<file path="config.mk">
export PLATFORM = sky130hd
export DESIGN_NAME = adder_nibble_serial
export DESIGN_NICKNAME = d
export VERILOG_FILES = /design/src/rtl/adder_nibble_serial_pkg.sv /design/src/rtl/adder_nibble_serial_adder_4bit.sv /design/src/rtl/adder_nibble_serial.sv
export SDC_FILE = /design/constraint.sdc
export NUM_CORES = 1
export LEC_CHECK = 0
export BUFFER_PORTS_ARGS = -buffer_cell sky130_fd_sc_hd__buf_2
export CORE_MARGIN = 4
export CORE_UTILIZATION = 40
export CTS_CLUSTER_DIAMETER = 150
export DETAILED_ROUTE_END_ITERATION = 8
export PLACE_DENSITY = 0.71
export REMOVE_ABC_BUFFERS = 1
export SKIP_LAST_GASP = 1
export SLEW_MARGIN = 15
export SYNTH_ARGS = -nofsm -noshare
export SYNTH_HDL_FRONTEND = slang
export SYNTH_SLANG_ARGS = --single-unit
</file>
<file path="constraint.sdc">
create_clock -name i_clk -period 2.95 [get_ports i_clk]
set_input_delay 0.59 -clock i_clk [delete_from_list [all_inputs] [get_ports i_clk]]
set_output_delay 0.59 -clock i_clk [all_outputs]
set_load 0.005 [all_outputs]
</file>
<file path="src/rtl/adder_nibble_serial_pkg.sv">
// Shared definitions for the nibble-serial adder: FSM state encoding and
// the width of the time-shared adder slice.
package adder_nibble_serial_pkg;

    // Width of one adder pass; the operands are processed in slices of this size.
    localparam int NIB_W = 4;

    // Controller states.
    typedef enum logic [1:0] {
        ST_IDLE = 2'd0,
        ST_RUN  = 2'd1,
        ST_DONE = 2'd2
    } state_e;

endpackage : adder_nibble_serial_pkg

</file>
<file path="src/rtl/adder_nibble_serial_adder_4bit.sv">
// Combinational 4-bit ripple-carry adder slice, time-shared by the
// nibble-serial controller. Built from a chain of full-adder cells.
module adder_4bit (
    input  logic [3:0] i_a,
    input  logic [3:0] i_b,
    input  logic       i_c,
    output logic [3:0] o_s,
    output logic       o_c
);

    // carry_w[k] is the carry into bit k; carry_w[4] is the slice carry-out.
    logic [4:0] carry_w;

    assign carry_w[0] = i_c;

    generate
        for (genvar gi = 0; gi < 4; gi++) begin : g_fa
            assign o_s[gi]         = i_a[gi] ^ i_b[gi] ^ carry_w[gi];
            assign carry_w[gi + 1] = (i_a[gi] & i_b[gi])
                                   | (i_a[gi] & carry_w[gi])
                                   | (i_b[gi] & carry_w[gi]);
        end
    endgenerate

    assign o_c = carry_w[4];

endmodule : adder_4bit

</file>
<file path="src/rtl/adder_nibble_serial.sv">
// Area-minimal wide adder: one 4-bit adder slice is reused N_NIB times,
// LSB nibble first, with the inter-nibble carry held in a register.
// Operands enter through a valid/ready handshake; {o_c, o_s} is returned
// through a second valid/ready handshake and held until the next accept.
module adder_nibble_serial
    import adder_nibble_serial_pkg::*;
#(
    parameter  int N_NIB = 4,
    localparam int W     = NIB_W * N_NIB
) (
    input  logic         i_clk,
    input  logic         i_rst,
    input  logic         i_in_valid,
    output logic         o_in_ready,
    input  logic [W-1:0] i_a,
    input  logic [W-1:0] i_b,
    input  logic         i_c,
    output logic         o_out_valid,
    input  logic         i_out_ready,
    output logic [W-1:0] o_s,
    output logic         o_c,
    output logic         o_busy
);

    // A single-nibble build still needs a 1-bit index register.
    localparam int                IDX_W    = (N_NIB > 1) ? $clog2(N_NIB) : 1;
    localparam logic [IDX_W-1:0]  IDX_LAST = IDX_W'(N_NIB - 1);

    state_e             state_q;
    logic [W-1:0]       a_q;
    logic [W-1:0]       b_q;
    logic [W-1:0]       s_q;
    logic [IDX_W-1:0]   idx_q;
    logic               carry_q;
    logic               c_q;
    logic               out_valid_q;
    logic               in_ready_q;
    logic               busy_q;

    // Operands shifted so that the active nibble sits at the bottom.
    logic [W-1:0]       a_sh;
    logic [W-1:0]       b_sh;
    logic [NIB_W-1:0]   nib_a;
    logic [NIB_W-1:0]   nib_b;
    logic [NIB_W-1:0]   nib_s;
    logic               nib_co;

    // Result register with the active nibble replaced by the slice sum.
    logic [W-1:0]       s_d;

    assign a_sh  = a_q >> {idx_q, 2'b00};
    assign b_sh  = b_q >> {idx_q, 2'b00};
    assign nib_a = a_sh[NIB_W-1:0];
    assign nib_b = b_sh[NIB_W-1:0];

    adder_4bit u_adder_4bit (
        .i_a (nib_a),
        .i_b (nib_b),
        .i_c (carry_q),
        .o_s (nib_s),
        .o_c (nib_co)
    );

    // Per-nibble write steering: only the slice addressed by idx_q changes.
    generate
        for (genvar gi = 0; gi < N_NIB; gi++) begin : g_snib
            assign s_d[gi*NIB_W +: NIB_W] = (idx_q == IDX_W'(gi))
                                          ? nib_s
                                          : s_q[gi*NIB_W +: NIB_W];
        end
    endgenerate

    // Controller FSM with registered handshake, status and result outputs.
    always_ff @(posedge i_clk) begin
        if (i_rst) begin
            state_q     <= ST_IDLE;
            a_q         <= '0;
            b_q         <= '0;
            s_q         <= '0;
            idx_q       <= '0;
            carry_q     <= 1'b0;
            c_q         <= 1'b0;
            out_valid_q <= 1'b0;
            in_ready_q  <= 1'b0;
            busy_q      <= 1'b0;
        end else begin
            case (state_q)
                ST_IDLE: begin
                    in_ready_q <= 1'b1;
                    if (i_in_valid && in_ready_q) begin
                        a_q        <= i_a;
                        b_q        <= i_b;
                        carry_q    <= i_c;
                        idx_q      <= '0;
                        s_q        <= '0;
                        in_ready_q <= 1'b0;
                        busy_q     <= 1'b1;
                        state_q    <= ST_RUN;
                    end
                end

                ST_RUN: begin
                    s_q     <= s_d;
                    carry_q <= nib_co;
                    if (idx_q == IDX_LAST) begin
                        // Last slice: its carry-out is the result carry.
                        c_q         <= nib_co;
                        out_valid_q <= 1'b1;
                        state_q     <= ST_DONE;
                    end else begin
                        idx_q <= idx_q + 1'b1;
                    end
                end

                ST_DONE: begin
                    // Result stays valid and stable until the consumer takes it.
                    if (i_out_ready) begin
                        out_valid_q <= 1'b0;
                        busy_q      <= 1'b0;
                        in_ready_q  <= 1'b1;
                        state_q     <= ST_IDLE;
                    end
                end

                default: begin
                    out_valid_q <= 1'b0;
                    busy_q      <= 1'b0;
                    in_ready_q  <= 1'b0;
                    state_q     <= ST_IDLE;
                end
            endcase
        end
    end

    assign o_in_ready  = in_ready_q;
    assign o_out_valid = out_valid_q;
    assign o_s         = s_q;
    assign o_c         = c_q;
    assign o_busy      = busy_q;

endmodule : adder_nibble_serial

</file>
# Word level (Yosys, flattened, before mapping)
# Cells that the tools add are included.
dict set report classes {
  addsub 1
  n_eq_ne 12
  n_shift 2
  n_mux 23
  n_bitwise 30
  reduce_logical 16
}
# op n
set ops {}
lappend ops {{$pmux 16 s2} 1}
lappend ops {{$shr 16x4->4} 2}
lappend ops {{$reduce_and 3->1} 8}
lappend ops {{$mux 16} 1}
lappend ops {{$mux 4} 4}
lappend ops {{$ne 2x2->1 const B} 7}
lappend ops {{$and 1x1->1} 12}
lappend ops {{$mux 2} 5}
lappend ops {{$pmux 1 s3} 3}
lappend ops {{$or 1x1->1} 8}
lappend ops {{$reduce_and 2->1} 4}
lappend ops {{$xor 1x1->1} 8}
lappend ops {{$eq 2x2->1 const B} 3}
lappend ops {{$mux 1} 6}
lappend ops {{$pmux 2 s3} 1}
lappend ops {{$eq 2x1->1 const B} 2}
lappend ops {{$logic_not 2->1} 2}
lappend ops {{$pmux 2 s2} 1}
lappend ops {{$add 2x1->2 const B} 1}
lappend ops {{$not 1->1} 2}
lappend ops {{$pmux 1 s2} 1}
lappend ops {{$reduce_bool 2->1} 1}
lappend ops {{$logic_and 1x1->1} 1}
dict set report totals {
  regBits 57
  input_bits 37
  out_inout_bits 20
  elab_cells 97
}

# Depth between registers and ports, before layout
# Gate-level depths: netlist (run 1).
dict set report logic_depth {
  depth_word 14
  mapped_depth 10
  depth_no_buf 9
}

# Modules after synthesis
# Synthesis (run 1) repeated with hierarchy kept, for this count alone.
dict set report unflattened {
  hier_cells 277
  hier_area_um2 2472.4
}
# mod instances cells_each area_each_um2 seq_area_each_um2
set by_module_without_submodules {}
lappend by_module_without_submodules {adder_nibble_serial 1 263 2354.8 1141.1}
lappend by_module_without_submodules {adder_4bit 1 14 117.6 0.0}

# Least setup slack after synthesis (run 1)
# No wires, ideal clock.
dict set report synth_timing {
  path_kind {register to register}
  startpoint {register idx_q[0]}
  endpoint {register carry_q}
  arrival_ps 2611
  required_time_ps 2819
  setup_slack_ps 208
  stages_incl_launch_ff 11
  synth_period_minus_slack_ps 2742
  cell_sequence {dfxtp_1 buf_2 mux4_2 fa_1 inv_1 fa_1 fa_1 inv_1 fa_1 nor3b_1 a2111oi_2}
}
dict set report synth_between {
  elab_chain_len 14
  elab_cells_between_ends 23
  cone_classes {2 x shift; 1 x mux; 20 x bitwise}
}
# element line_no
set synth_rtl {}
lappend synth_rtl {{start: declaration} adder_nibble_serial.sv:33} ;# logic [IDX_W-1:0] idx_q;
lappend synth_rtl {{start signal: assignment} adder_nibble_serial.sv:111} ;# idx_q <= idx_q + 1'b1;
lappend synth_rtl {{$shr 16x4->4, on equally long branches} {adder_nibble_serial.sv:51, adder_nibble_serial.sv:52}}
lappend synth_rtl {{$and 1x1->1, on equally long branches} {adder_nibble_serial_adder_4bit.sv:19, adder_nibble_serial_adder_4bit.sv:20}}
lappend synth_rtl {{$or 1x1->1} adder_nibble_serial_adder_4bit.sv:20} ;# | (i_a[gi] & carry_w[gi])
lappend synth_rtl {{$or 1x1->1} adder_nibble_serial_adder_4bit.sv:21} ;# | (i_b[gi] & carry_w[gi]);
lappend synth_rtl {{$and 1x1->1} adder_nibble_serial_adder_4bit.sv:20}
lappend synth_rtl {{$or 1x1->1} adder_nibble_serial_adder_4bit.sv:20}
lappend synth_rtl {{$or 1x1->1} adder_nibble_serial_adder_4bit.sv:21}
lappend synth_rtl {{$and 1x1->1} adder_nibble_serial_adder_4bit.sv:20}
lappend synth_rtl {{$or 1x1->1} adder_nibble_serial_adder_4bit.sv:20}
lappend synth_rtl {{$or 1x1->1} adder_nibble_serial_adder_4bit.sv:21}
lappend synth_rtl {{$and 1x1->1} adder_nibble_serial_adder_4bit.sv:20}
lappend synth_rtl {{$or 1x1->1} adder_nibble_serial_adder_4bit.sv:20}
lappend synth_rtl {{$or 1x1->1 *} adder_nibble_serial_adder_4bit.sv:21}
lappend synth_rtl {{via nib_co} adder_nibble_serial.sv:46} ;# logic nib_co;
lappend synth_rtl {{$pmux 1 s2 *} adder_nibble_serial.sv:87} ;# case (state_q)
lappend synth_rtl {{end signal: assignment} adder_nibble_serial.sv:93} ;# carry_q <= i_c;
lappend synth_rtl {{end signal: assignment} adder_nibble_serial.sv:104} ;# carry_q <= nib_co;
lappend synth_rtl {{end: declaration} adder_nibble_serial.sv:34} ;# logic carry_q;
# The timed path passes the listed nets; every way through them passes the cells marked *.
# A chain may end at the register's enable or synchronous reset.

# Worst setup path in the final report (run 1)
# Ends and elaborated chain as after synthesis.

==> impl_metrics.tcl, run 1 <==
set metrics [dict create \
    drc_errors 0 \
    place.gp.congestion 0.814 \
    max_freq_mhz 377 \
    met3_usage 0.0599 \
    num_rows 28 \
    use_met1 0.181 \
    required_ns 3.15 \
    synthTopCellsByCount "nand2_1, dfxtp_1, a21oi_1" \
    fillers 613 \
    grt_max_degree 41 \
    relSlewSlack 0.590 \
    p_per_area_mw_per_mm2 594 \
    area_growth_pct 21.1 \
    overflow 0 \
    antenna_cells 0 \
    wirelength_um 5060 \
    synth_xor_area_frac 0 \
    worst_slew_pin_slew_ns 0.615 \
    cpMostUsedCell "fa_1" \
    grt_pass1_vias 1906 \
    root_buffer "clkbuf_8" \
    cts_buffer_depth 2 \
    synth-simple-area-share 0.167 \
    fin_util 0.500 \
    hold_depth 2 \
    status "finished, final reports clean" \
    synthDominantCellAreaShare 0.464 \
    dieWidth_um 86.4 \
    synth_edf_count 0 \
    cp.arrival_ns 2.85 \
    finalMaxSlewViolations 0 \
    portBuffers 56 \
    power_w 0.00177 \
    path_max_fanout 3 \
    dieArea_sq_mm 0.00746 \
    cts_resized 0 \
    dr_total_vias 1995 \
    setup_viol 0 \
    synth_most_common_cell "nand2_1" \
    drtIter0Drc 88 \
    cts_setup_buffers 0 \
    cts_tree "done" \
    period_share 0.898 \
    clk_latency_ns 0.34 \
    hold_viol 0 \
    synthAdderAreaFrac 0.0529 \
    ys_warn_count 0 \
    postCtsHoldBufs 0 \
    ys_top_cells_by_area "dfxtp_1, nand2_1, a21oi_1, mux4_2, o32ai_1" \
    nets 367 \
    grt_pass1_wl_um 8490 \
    ys_types 30 \
    htreeDepth 3 \
    end_kind "register" \
    hp-class "reg2reg" \
    cts_inserted_buffers 9 \
    fin_setup_tns_ns 0 \
    first_pass_iters 4 \
    clk_pin_slew_ns 0.06 \
    floorplan.initialDensity 0.413 \
    worstPathCellList "mux4_2 > fa_1 > inv_1 > fa_1 > fa_1 > inv_1 > fa_1 > nor3b_1 > a2111oi_2" \
    ir_worst_vdd_v 0.000380 \
    synth_seq_area_share 0.464 \
    hpwl_um 3670 \
    muxShareOfSynthArea 0.0774 \
    synth_compound_area_frac 0.157 \
    core_area_sq_mm 0.00596 \
    worst_path_max_delay_cell "mux4_2" \
    max_stage_delay_ns 0.53 \
    synth_seq_cells 57 \
    rsz0062_at_grt "false" \
    drive_gt1_frac 0.284 \
    ant_nets 0 \
    crit_type "reg2reg" \
    maxCapViolCount 0 \
    synth_top_cell_by_area "dfxtp_1" \
    track_usage 0.146 \
    r2r_cells 9 \
    grt_use_met2 0.225 \
    final_cell_count_no_fill 402 \
    p_leak_nw 1.17 \
    skew_ns 0.00434 \
    placed_cells 386 \
    clkSinkCount 57 \
    synth_top_family_by_area "simple AND/OR/NAND/NOR gates" \
    holdWs_ns 0.454 \
    synthesis.area_sq_mm 0.00246 \
    ys_async_sr_fraction 0 \
    routed_via_density 4.96 \
    syn_avg_cell_area_sq_um 9.14 \
    cp-start-kind "register" \
    syn-instance-count 269 \
    gr-max-usage-layer "met2" \
    grt_antenna_before_repair 0 \
    io_pins 57 \
    wl_per_cell_um 12.6 \
    fp.dieH_um 86.4 \
    synth_ff_type "dfxtp_1" \
    fin_crit_ns 2.65 \
]
[cell type report]
| cell class | count | area, sq um | area share |
|---|---|---|---|
| timing repair buffer | 60 | 310 | 0.104 |
| tap | 75 | 93.8 | 0.0315 |
| inverter | 28 | 105 | 0.0353 |
| clock buffer | 10 | 128 | 0.0429 |
| multi-input combinational | 166 | 1120 | 0.375 |
| clock inverter | 6 | 82.6 | 0.0277 |
| sequential | 57 | 1140 | 0.383 |
[critical path, delay by kind of cell (launching register included)]
kind                       cells  cell delay [ns]
muxes                          1             0.53
buffers and inverters          2             0.12
AOI/OAI and AO/OA              1             0.09
adders and majority gates      4             1.10
and+or+nand+nor                1             0.28
DFF                            1             0.39
[per-layer routing]
layer | part of all wire | wire, um | up-vias
met2 | 0.47 | 2360 | 51
met5 | 0 | 0 | -
met4 | 0.016 | 79 | 0
met3 | 0.065 | 327 | 8
li1 | - | - | 1022
met1 | 0.45 | 2290 | 914
[through the flow]
step / setup slack [ns] / cell area (sq um)
2_1_floorplan: 0.0994 / 2360
3_3_place_gp: 0.379 / 2770
3_5_place_dp: 0.312 / 2770
4_1_cts: 0.295 / 2980
5_1_grt: 0.138 / 2980
6_report: 0.300 / 2980
[registers in the layout (all words and copies together) (netlist names)]
| register | flops |
|---|---|
| b_q | 16 |
| o_c | 1 |
| carry_q | 1 |
| state_q | 2 |
| o_s | 16 |
| o_in_ready | 1 |
| a_q | 16 |
| idx_q | 2 |
| o_busy | 1 |
| o_out_valid | 1 |
[kinds of logic (layout without fill, tap and decap cells)]
kind of cell             after synthesis  in the layout
flip-flops                            57             57
buffers and inverters                 46            104
multiplexers                           9              9
AO/OA/AOI/OAI                         59             59
adder cells (fa/ha/maj)                8              8
AND/OR/NAND/NOR                       90             90
[placed cells by master (no fill, tap or decap)]
cell / synthesis / final
a2111oi_2: 1 / 1
ha_1: 4 / 4
nor3_1: 1 / 1
nand3b_1: 4 / 4
clkbuf_1: 6 / 1
nand3_1: 1 / 1
o32ai_1: 17 / 17
nand2_2: 4 / 4
nand4bb_2: 1 / 1
clkbuf_8: 0 / 9
o31ai_1: 2 / 2
or3b_4: 1 / 1
or2_2: 2 / 2
a21boi_0: 1 / 1
or3_1: 2 / 2
dfxtp_1: 57 / 57
buf_2: 8 / 56
clkinv_2: 0 / 3
a21oi_1: 36 / 36
clkinvlp_4: 0 / 1
nand2_1: 68 / 68
buf_4: 3 / 4
nor3b_1: 1 / 1
o32a_1: 1 / 1
inv_1: 28 / 28
nor2_1: 3 / 3
nor4_1: 1 / 1
bufinv_16: 0 / 2
a32oi_1: 1 / 1
fa_1: 4 / 4
mux4_2: 8 / 8
and4bb_2: 1 / 1
mux2i_1: 1 / 1
[where the power goes]
part           switching, W  total, W  internal (W)
clock              0.000302  0.000772      0.000470
combinational     0.0000958  0.000172     0.0000758
sequential        0.0000224  0.000824      0.000802
total              0.000420   0.00177       0.00135
[path summary, 6_finish.rpt]
| check | slack [ns] | end | from |
|---|---|---|---|
| worst max-delay path | 0.30 | carry_q | idx_q[0] |
| worst min-delay path | 0.45 | b_q[14] | b_q[14] |
| worst max register to register | 0.30 | carry_q | idx_q[0] |
| worst min register to register | 0.45 | b_q[14] | b_q[14] |
No activity file was read; power rests on OpenSTA's default activity.
==> run 2: changes to the inputs <==
--- a/config.mk
+++ b/config.mk
@@ -6,7 +6,7 @@
 export NUM_CORES = 1
 export LEC_CHECK = 0
 export BUFFER_PORTS_ARGS = -buffer_cell sky130_fd_sc_hd__buf_2
-export CORE_MARGIN = 4
+export CORE_MARGIN = 2
 export CORE_UTILIZATION = 40
 export CTS_CLUSTER_DIAMETER = 150
 export DETAILED_ROUTE_END_ITERATION = 8
==> run 2 against run 1 <==
Net effect: via count rose by 1.0%; sequential share of layout area decreased by 0.43 points; flip-flop and latch count did not move; critical path depth did not move; worst hold slack better by 0.0037 ns; clock-buffer cell count up 1; die area is 9.0% lower; clock power rose by 6.1%; non-clock buffer count up 2; first-iteration DRC count grew 13%; clock skew is 0.0052 ns higher; combinational power barely moved.
==> impl_metrics.tcl, run 2 (synthesis gave the netlist of run 1 again) <==
set metrics [dict create \
    status "finished, final reports clean" \
    drtIter0Drc 99 \
    clk_latency_ns 0.34 \
    nets 369 \
    rsz0062_at_grt "false" \
    setup_viol 0 \
    path_delay_family "adder cells" \
    wl_per_cell_um 13.0 \
    finalMaxSlewViolations 0 \
    end_kind "register" \
    fp.dieH_um 82.4 \
    maxCapViolCount 0 \
    grt_pass1_vias 1857 \
    grt_pass1_wl_um 8550 \
    cts_tree "done" \
    max_stage_delay_ns 0.54 \
    fin_util 0.508 \
    ant_nets 0 \
    max_freq_mhz 380 \
    p_per_area_mw_per_mm2 605 \
    hold_viol 0 \
    core_area_sq_mm 0.00592 \
    num_rows 28 \
    hpwl_um 3880 \
    required_ns 3.14 \
    htreeDepth 3 \
    path_buf_inv 2 \
    area_growth_pct 22.4 \
    cts_buffer_depth 2 \
    grt_antenna_before_repair 0 \
    worst_slew_pin_slew_ns 0.642 \
    cpMostUsedCell "fa_1" \
    relSlewSlack 0.571 \
    io_pins 57 \
    cts_setup_buffers 0 \
    path_max_fanout 3 \
    drive_gt1_frac 0.292 \
    clkSinkCount 57 \
    routed_via_density 4.99 \
    track_usage 0.168 \
    dr_total_vias 2015 \
    portBuffers 56 \
    root_buffer "clkbuf_8" \
    clk_pin_slew_ns 0.07 \
    drc_errors 0 \
    layout_common_cells "nand2_1, dfxtp_1, buf_2" \
    ir_worst_vdd_v 0.000228 \
    final_common_cell "nand2_1" \
    fin_crit_ns 2.63 \
    cts_inserted_buffers 9 \
    period_share 0.892 \
    grt_max_degree 34 \
    dieWidth_um 82.4 \
    overflow 0 \
    p_leak_nw 1.19 \
    place.gp.congestion 0.749 \
    postCtsHoldBufs 0 \
    floorplan.initialDensity 0.415 \
    dieArea_sq_mm 0.00679 \
    skew_ns 0.00956 \
    power_w 0.00182 \
    crit_type "reg2reg" \
    cp-start-kind "register" \
    cts_resized 0 \
    cp.arrival_ns 2.82 \
    worstPathCellList "mux4_2 > fa_1 > inv_1 > fa_1 > fa_1 > inv_1 > fa_1 > nor3b_1 > a2111oi_2" \
    wirelength_um 5240 \
    first_pass_iters 4 \
    antenna_cells 0 \
    hp-class "reg2reg" \
    worst_path_max_delay_cell "mux4_2" \
    fin_setup_tns_ns 0 \
]
-- run 2: cell types whose count changed in the layout (fill, tap and decap cells not counted) --
cell	delta
buf_4	+2
clkbuf_8	+2
clkbuf_1	-1
clkinv_2	-1
-- run 2: metal layers --
layer,up-vias,share of wire,track usage
met5,-,0,0
met4,0,0.019,0.0767
met3,11,0.050,0.0500
met2,46,0.47,0.262
met1,929,0.46,0.213
li1,1029,-,-
-- run 2: cell type report --
| cell class | count | area, sq um |
|---|---|---|
| fillers | 589 | 2910 |
| flip-flops and latches | 57 | 1140 |
| multi-input cells | 166 | 1120 |
| repair buffers | 62 | 325 |
| clock buffers | 11 | 151 |
| inverters | 28 | 105 |
| well taps | 75 | 93.8 |
| clock inverters | 5 | 77.6 |
-- run 2: power breakdown --
group / internal [W] / total [W] / switching [W]
registers: 0.000802 / 0.000826 / 0.0000237
logic: 0.0000778 / 0.000175 / 0.0000974
clock network: 0.000518 / 0.000819 / 0.000301
-- run 2: metrics by stage --
stage | hold WS (ns) | instances | area (sq um) | worst slack, ns
2_1_floorplan | 0.427 | 251 | 2360 | 0.0994
3_3_place_gp | 0.444 | 388 | 2780 | 0.368
3_5_place_dp | 0.447 | 388 | 2780 | 0.348
4_1_cts | 0.461 | 404 | 3010 | 0.308
5_1_grt | 0.479 | 404 | 3010 | 0.187
6_report | 0.458 | 404 | 3010 | 0.319
-- run 2: worst min-delay path: stages (launching register included) --
cell	delay (ns)
dfxtp_1	0.31
nand2_1	0.05
a21oi_1	0.05
-- run 2: final timing paths --
kind | startpoint | slack (ns) | cells after the start | endpoint
worst min register to register | a_q[11] | 0.46 | 2 | a_q[11]
worst min-delay path | a_q[11] | 0.46 | 2 | a_q[11]
worst max-delay path | idx_q[0] | 0.32 | 9 | carry_q
worst max register to register | idx_q[0] | 0.32 | 9 | carry_q
